`src/rtl/sort_verifier.sv`:
```
// Sequentially reads the sort engine's result memory and reports ordering violations
// between adjacent words, along with a 16-bit checksum of all words read.
module sort_verifier #(
  parameter int unsigned N_WORDS = 256,
  parameter bit          DESCEND = 1'b0
) (
  input  logic        clk,
  input  logic        rst,
  input  logic        start,
  input  logic [15:0] Read_data,
  output logic [7:0]  address,
  output logic        read,
  output logic        done,
  output logic        pass,
  output logic [8:0]  err_count,
  output logic [7:0]  first_err_addr,
  output logic [15:0] checksum
);

  localparam logic [7:0] LastAddr = 8'(N_WORDS - 1);

  typedef enum logic [1:0] {StIdle, StRun, StDrain, StFinish} state_e;

  state_e      state_q, state_d;
  logic [7:0]  addr_q, addr_d;
  logic        read_q, read_d;
  logic        done_q, done_d;
  logic        pass_q, pass_d;
  logic [8:0]  err_q, err_d;
  logic [7:0]  first_q, first_d;
  logic [15:0] sum_q, sum_d;
  logic [15:0] prev_q, prev_d;
  logic        viol;

  // Equal words never count as a violation in either direction.
  assign viol = DESCEND ? (Read_data > prev_q) : (Read_data < prev_q);

  always_comb begin
    state_d = state_q;
    addr_d  = addr_q;
    read_d  = read_q;
    done_d  = 1'b0;
    pass_d  = pass_q;
    err_d   = err_q;
    first_d = first_q;
    sum_d   = sum_q;
    prev_d  = prev_q;
    unique case (state_q)
      StIdle: begin
        if (start) begin
          state_d = StRun;
          addr_d  = 8'd0;
          read_d  = 1'b1;
          pass_d  = 1'b0;
          err_d   = 9'd0;
          first_d = 8'd0;
          sum_d   = 16'd0;
        end
      end
      StRun: begin
        // Read_data holds the word for addr_q, issued on the previous edge.
        sum_d  = sum_q + Read_data;
        prev_d = Read_data;
        if ((addr_q != 8'd0) && viol) begin
          err_d = err_q + 9'd1;
          if (err_q == 9'd0) begin
            first_d = addr_q;
          end
        end
        if (addr_q == LastAddr) begin
          state_d = StDrain;
          read_d  = 1'b0;
        end else begin
          addr_d = addr_q + 8'd1;
        end
      end
      StDrain: begin
        state_d = StFinish;
        done_d  = 1'b1;
        pass_d  = (err_q == 9'd0);
      end
      StFinish: begin
        state_d = StIdle;
      end
      default: state_d = StIdle;
    endcase
  end

  always_ff @(posedge clk or negedge rst) begin
    if (!rst) begin
      state_q <= StIdle;
      addr_q  <= 8'd0;
      read_q  <= 1'b0;
      done_q  <= 1'b0;
      pass_q  <= 1'b0;
      err_q   <= 9'd0;
      first_q <= 8'd0;
      sum_q   <= 16'd0;
      prev_q  <= 16'd0;
    end else begin
      state_q <= state_d;
      addr_q  <= addr_d;
      read_q  <= read_d;
      done_q  <= done_d;
      pass_q  <= pass_d;
      err_q   <= err_d;
      first_q <= first_d;
      sum_q   <= sum_d;
      prev_q  <= prev_d;
    end
  end

  assign address        = addr_q;
  assign read           = read_q;
  assign done           = done_q;
  assign pass           = pass_q;
  assign err_count      = err_q;
  assign first_err_addr = first_q;
  assign checksum       = sum_q;

endmodule
```
`config.mk`:
```
export PLATFORM = sky130hd
export DESIGN_NAME = sort_verifier
export DESIGN_NICKNAME = d
export VERILOG_FILES = /design/src/rtl/sort_verifier.sv
export SDC_FILE = /design/constraint.sdc
export NUM_CORES = 1
export LEC_CHECK = 0
export CELL_PAD_IN_SITES_DETAIL_PLACEMENT = 0
export CELL_PAD_IN_SITES_GLOBAL_PLACEMENT = 1
export CORE_UTILIZATION = 29
export CTS_CLUSTER_DIAMETER = 40
export DETAILED_ROUTE_END_ITERATION = 10
export DONT_BUFFER_PORTS = 1
export GPL_ROUTABILITY_DRIVEN = 0
export GPL_TIMING_DRIVEN = 0
export PLACE_DENSITY_LB_ADDON = 0.1
export REMOVE_ABC_BUFFERS = 1
export SYNTH_ARGS = -nofsm -noshare
export SYNTH_HDL_FRONTEND = slang
export SYNTH_SLANG_ARGS = --single-unit
```
`constraint.sdc`:
```
create_clock -name clk -period 3.6 [get_ports clk]
set_input_delay 0 -clock clk [delete_from_list [all_inputs] [get_ports clk]]
set_output_delay 0 -clock clk [all_outputs]
set_load 0.02 [all_outputs]
```
==> results.tsv, run 1 <==
metric	value	unit
outcome	finished, final reports clean	
path_cells	inv_1, ha_2, inv_1, o31ai_1, nor3_1, nand3_1, xor2_1, nor2_1	
cp.required	3.80	ns
multi_input_comb_area	0.002193	mm²
antenna_found_initial	0	
grt_pass1_vias	3186	
ys.flop_type	dfrtp_1	
drc	0	
grt_max_degree	63	
end_kind	flop	
p_clk_frac	0.244	
die_h	118.1	µm
cp_max_fo	49	
crit_arrival	3.07	ns
yosys-top-cells-area	dfrtp_1, ha_1, nand2_1	
synth_top_area_share	0.3971	
dp_hpwl	7.073	mm
post-route-period-util	0.7977	
cts_tree	done	
path_delay_family	adder cells	
hold_path_class	in2reg	
numCtsBuffers	9	
finalMaxSlewViolations	0	
ir_drop	0.3004	mV
cp-start-kind	flop	
p_seq_frac	0.333	
ant_nets	0	
ios	63	
avgViaCountPerCell	5.013	
criticalPathCategory	reg2reg	
synth_edf_count	0	
grt_pass1_wl	17.35	mm
leakage	1.926	nW
worst-slew-pin-transition	1.165	ns
initial_core_util	0.2962	
track_usage	0.1609	
cpMostUsedCell	inv_1	
tns	0	ns
dieWidth	118.1	µm
die-area	0.01394	mm²
ys_seq_elements	62	
power.internal	2.053	mW
cts_resized	0	
grt_overflow_total	0	
wl_per_cell	16.70	µm
synthTopCellsByCount	nand2_1, dfrtp_1, o21ai_0	
final-hold-violation-count	0	
nets	494	
clkLatencyLatePin	0.33	ns
async_flop_share	1.000	
portBuffers	0	
syn_avg_cell_area	9.326	µm²
cts_setup_buffers	0	
fillers	1342	
netlist_area	0.003907	mm²
core	0.01319	mm²
power	3.632	mW
ys_seq_area_frac	0.3971	
synth_cells	419	
clkTransAtPathRegs	0.05	ns
setup_viol	0	
cts_sinks	62	
power_density	794.1	mW/mm²
max_clock_freq	348.2	MHz
post_synth_num_cell_types	54	
wirelength	10.31	mm
yosysTopAreaCell	dfrtp_1	
max_slew_margin	0.2232	
ctsLongestPathBuffers	2	
cap_viol_max_count	0	
syn_to_final_growth	17.03	%
dr.pass1.iters	4	
fin_skew	0.005768	ns
max_stage_delay	0.82	ns
antenna_cells	0	
seq_area	0.001551	mm²
timing.final.crit_period	2.872	ns
std_cell_rows	42	
cts_hold_buffers	18	
yosysWarnings	0	
vias	3093	
htree_levels	3	
cpMaxStageDelayCell	ha_2	
crit_buf_inv	2	
drt-initial-drc-count	147	
p_sw_frac	0.4346	
p_sw	1.578	mW
synth.most_common_cell	nand2_1	
drive_above_1_share	0.07029	
grt_setup_unrepaired	false	
combPwrFrac	0.423	
cts_root_buffer	clkbuf_16	
==> cells in the final DEF, fill, tap and decap left out, drive strengths merged, types with 8 or more instances in the layout <==
cell type / netlist / final
dfrtp: 62 / 62
a21oi: 14 / 14
o211ai: 8 / 8
inv: 29 / 29
nand2: 69 / 69
dlygate4sd3: 0 / 17
clkbuf: 9 / 12
nor2: 18 / 18
o21ai: 43 / 43
nand3: 12 / 12
ha: 38 / 38
mux2i: 12 / 12
xor2: 8 / 8
==> sequential cells by signal, summed over array words and instances (netlist names) <==
register / flops
checksum: 16
prev_q: 16
err_count: 9
address: 8
first_err_addr: 8
state_q: 2
done: 1
pass: 1
read: 1
==> tightest hold or removal path: cells and delay by family <==
kind	cells	cell delay [ns]
compound gates	3	0.31
simple gates	1	0.04
==> through the flow <==
step           instances    util  instance area [µm²]  setup slack, ns  hold slack, ns
3_5_place_dp         583  0.3089                 4074           0.7119         -0.2932
2_1_floorplan        407       -                 3847           0.9645         -0.2956
3_3_place_gp         583  0.3084                 4068           0.1047         -0.2926
6_report             617  0.3467                 4573           0.7284         0.05083
4_1_cts              617  0.3467                 4573           0.7100         0.03670
5_1_grt              617  0.3467                 4573           0.4149         0.07909
==> cells by family after synthesis <==
family	synth area share
AND/OR/NAND/NOR	0.1777
buffers and inverters	0.04322
adder cells (fa/ha/maj)	0.1268
multiplexers	0.03650
flip-flops	0.3971
XOR/XNOR	0.03362
AO/OA/AOI/OAI	0.1851
==> final timing paths <==
check	start	endpoint	slack, ns	cells after the start
max in group asynchronous	rst	first_err_addr[6]	3.05	2
min in group asynchronous	rst	checksum[4]	0.29	2
worst max register to register	state_q[1]	address[7]	0.73	8
worst min register to register	prev_q[0]	prev_q[0]	0.50	1
worst max-delay path	state_q[1]	address[7]	0.73	8
worst min-delay path	Read_data[15]	checksum[15]	0.05	4
==> per-layer routing <==
metal / wire [µm] / GRT usage / vias to the layer above
met3: 526 / 0.04506 / 7
met5: 0 / 0 / -
met4: 117 / 0.06731 / 0
li1: - / - / 1540
met2: 4375 / 0.2357 / 64
met1: 5286 / 0.2208 / 1482
==> power groups by stage <==
stage,Clock [mW],Sequential (mW),Combinational (mW)
floorplan,0,1.17,1.15
global placement,0,1.22,1.50
detailed placement,0,1.23,1.51
CTS,0.918,1.22,1.56
global route,0.949,1.24,1.78
finish,0.885,1.21,1.54
==> area by class of cell <==
class,instances,share of cell area
Tap cell,176,0.04815
Multi-Input combinational cell,316,0.4796
Clock buffer,12,0.05609
Sequential cell,62,0.3393
Inverter,29,0.02380
Clock inverter,4,0.009850
Timing Repair Buffer,18,0.04323
No activity file was read; power rests on OpenSTA's default activity.
==> run 2, diff against run 1 <==
--- a/config.mk
+++ b/config.mk
@@ -5,6 +5,7 @@
 export SDC_FILE = /design/constraint.sdc
 export NUM_CORES = 1
 export LEC_CHECK = 0
+export ABC_AREA = 1
 export CELL_PAD_IN_SITES_DETAIL_PLACEMENT = 0
 export CELL_PAD_IN_SITES_GLOBAL_PLACEMENT = 1
 export CORE_UTILIZATION = 29
==> constraint.sdc (replaced) <==
create_clock -name clk -period 2.48 [get_ports clk]
set_input_delay 0 -clock clk [delete_from_list [all_inputs] [get_ports clk]]
set_output_delay 0 -clock clk [all_outputs]
set_load 0.02 [all_outputs]
==> run 2 against run 1 <==
Die area is 1.2% higher. Sequential power grew 40%. Cell count rose by 17%. Core utilization is 1.0 points higher. Total power increased by 47%. Largest cell class unchanged.
==> results.tsv, run 2 <==
metric	value	unit
criticalPathCategory	reg2reg	
cp.required	2.76	ns
setup_viol	0	
synth_top_area_share	0.3923	
outcome	finished, final reports clean	
p_sw_frac	0.4262	
post-route-period-util	0.8891	
dp_hpwl	7.363	mm
fillers	1419	
yosysWarnings	0	
drive_above_1_share	0.06593	
cap_viol_max_count	0	
combPwrFrac	0.408	
antenna_cells	0	
seq_area	0.001551	mm²
synthTopCellsByCount	nand2_1, inv_1, dfrtp_1	
final_common_cell	nand2_1	
cts_sinks	62	
die-area	0.01411	mm²
syn_avg_cell_area	7.591	µm²
vias	3345	
numCtsBuffers	9	
clkLatencyLatePin	0.34	ns
reg2reg_depth	9	
async_flop_share	1.000	
ys_seq_elements	62	
final-hold-violation-count	0	
dr.pass1.iters	4	
post_synth_num_cell_types	38	
p_seq_frac	0.317	
nets	600	
crit_arrival	2.48	ns
hold_path_depth	3	
fin_hold_ws	0.05127	ns
timing.final.crit_period	2.205	ns
syn_to_final_growth	19.90	%
end_kind	flop	
worst-slew-pin-transition	0.6209	ns
dieWidth	118.8	µm
netlist_area	0.003955	mm²
synth.most_common_cell	nand2_1	
synth_edf_count	0	
path_cells	inv_1, ha_4, buf_16, clkinvlp_4, nand2_2, nand2_4, nand2_2, nand2_1, nand2_1	
antenna_found_initial	0	
ios	63	
synth_cells	521	
grt_max_degree	63	
cp-start-kind	flop	
p_sw	2.281	mW
max_stage_delay	0.37	ns
std_cell_rows	42	
max_clock_freq	453.5	MHz
yosys-top-cells-area	dfrtp_1, nand2_1, ha_1	
ir_drop	0.6044	mV
grt_pass1_wl	17.44	mm
p_clk_frac	0.274	
wirelength	10.21	mm
grt_pass1_vias	3422	
ys.flop_type	dfrtp_1	
cts_tree	done	
yosysTopAreaCell	dfrtp_1	
cp_max_fo	29	
mostFrequentLayoutCells	nand2_1, inv_1, dfrtp_1	
power_density	1128	mW/mm²
max_slew_margin	0.5856	
tns	0	ns
portBuffers	0	
power.internal	3.070	mW
initial_core_util	0.2975	
cpMaxStageDelayCell	dfrtp_1	
avgViaCountPerCell	4.633	
clkTransAtPathRegs	0.05	ns
ant_nets	0	
grt_overflow_total	0	
track_usage	0.1594	
core	0.01330	mm²
cts_root_buffer	clkbuf_16	
htree_levels	3	
leakage	2.357	nW
wl_per_cell	14.14	µm
finalMaxSlewViolations	0	
grt_setup_unrepaired	true	
drt-initial-drc-count	102	
ys_seq_area_frac	0.3923	
drc	0	
fin_skew	0.004890	ns
multi_input_comb_area	0.002120	mm²
ctsLongestPathBuffers	2	
hold_path_class	in2reg	
die_h	118.8	µm
[run 2: cell types whose count changed in the layout (fill, tap and decap cells not counted), sizes merged, moves of 9 or more]
cell   change
inv       +37
mux2i     -12
nor2      +15
nand2     +79
a21oi     +10
o21ai      +9
nand3     +23
[run 2: per-stage QoR]
| step | util | power (mW) | setup WS (ns) | instances | cell area [µm²] |
|---|---|---|---|---|---|
| global placement | 0.3093 | 3.749 | -1.847 | 684 | 4113 |
| global route | 0.3567 | 5.845 | -0.0008686 | 722 | 4742 |
| floorplan | - | 3.198 | -0.2259 | 508 | 3892 |
| CTS | 0.3544 | 5.429 | 0.0006890 | 719 | 4712 |
| detailed placement | 0.3116 | 3.821 | -0.6601 | 685 | 4143 |
| finish | 0.3567 | 5.351 | 0.2750 | 722 | 4742 |
[run 2: power by group through the flow]
stage,Sequential [mW],Combinational [mW],Clock [mW]
after detailed placement,1.72,2.10,0
after floorplan,1.64,1.55,0
final,1.70,2.18,1.47
after global routing,1.74,2.54,1.56
after CTS,1.71,2.19,1.53
after global placement,1.72,2.03,0
[run 2: what timing repair did]
| item | 4_1_cts | 5_1_grt |
|---|---|---|
| hold buffers | 19 | 0 |
| gates cloned | 0 | 0 |
| gates resized for setup | 5 | 2 |
| setup buffers | 0 | 3 |
| endpoints found under the hold margin | 82 | 0 |
| endpoints found under the setup margin | 25 | 23 |
| pin swaps | 0 | 1 |
[run 2: path summary, 6_finish.rpt]
path | slack [ns] | endpoint | startpoint
setup / recovery | 0.27 | first_err_addr[0] | state_q[1]
setup reg to reg | 0.27 | first_err_addr[0] | state_q[1]
max in group asynchronous | 1.97 | prev_q[6] | rst
hold reg to reg | 0.49 | prev_q[0] | prev_q[0]
min in group asynchronous | 0.18 | err_count[3] | rst
hold / removal | 0.05 | checksum[8] | Read_data[8]
[run 2: cell type report]
class,count,area share
Tap cell,176,0.04644
Clock buffer,11,0.05119
Inverter,67,0.05383
Timing Repair Buffer,23,0.05435
Sequential cell,62,0.3272
Multi-Input combinational cell,379,0.4470
Clock inverter,4,0.02005
[run 2: worst max-delay path, delay by kind of cell (launching register included)]
family | cells | cell delay [ns]
DFF | 1 | 0.37
adders and majority gates | 1 | 0.33
buffers and inverters | 3 | 0.66
and+or+nand+nor | 5 | 0.76
[run 2: metal layers]
metal | share of wire | up-vias | track usage
met5 | 0 | - | 0
met4 | 0.013 | 0 | 0.04984
met3 | 0.050 | 13 | 0.06033
met2 | 0.50 | 58 | 0.2760
met1 | 0.44 | 1534 | 0.1801
li1 | - | 1740 | -
[run 2: cell families after synthesis]
kind of cell	synth area share
AOI/OAI and AO/OA	0.1297
xor gates and xnor gates	0.01329
adders and majority gates	0.1253
buffers and inverters	0.07940
DFF	0.3923
and+or+nand+nor	0.2600
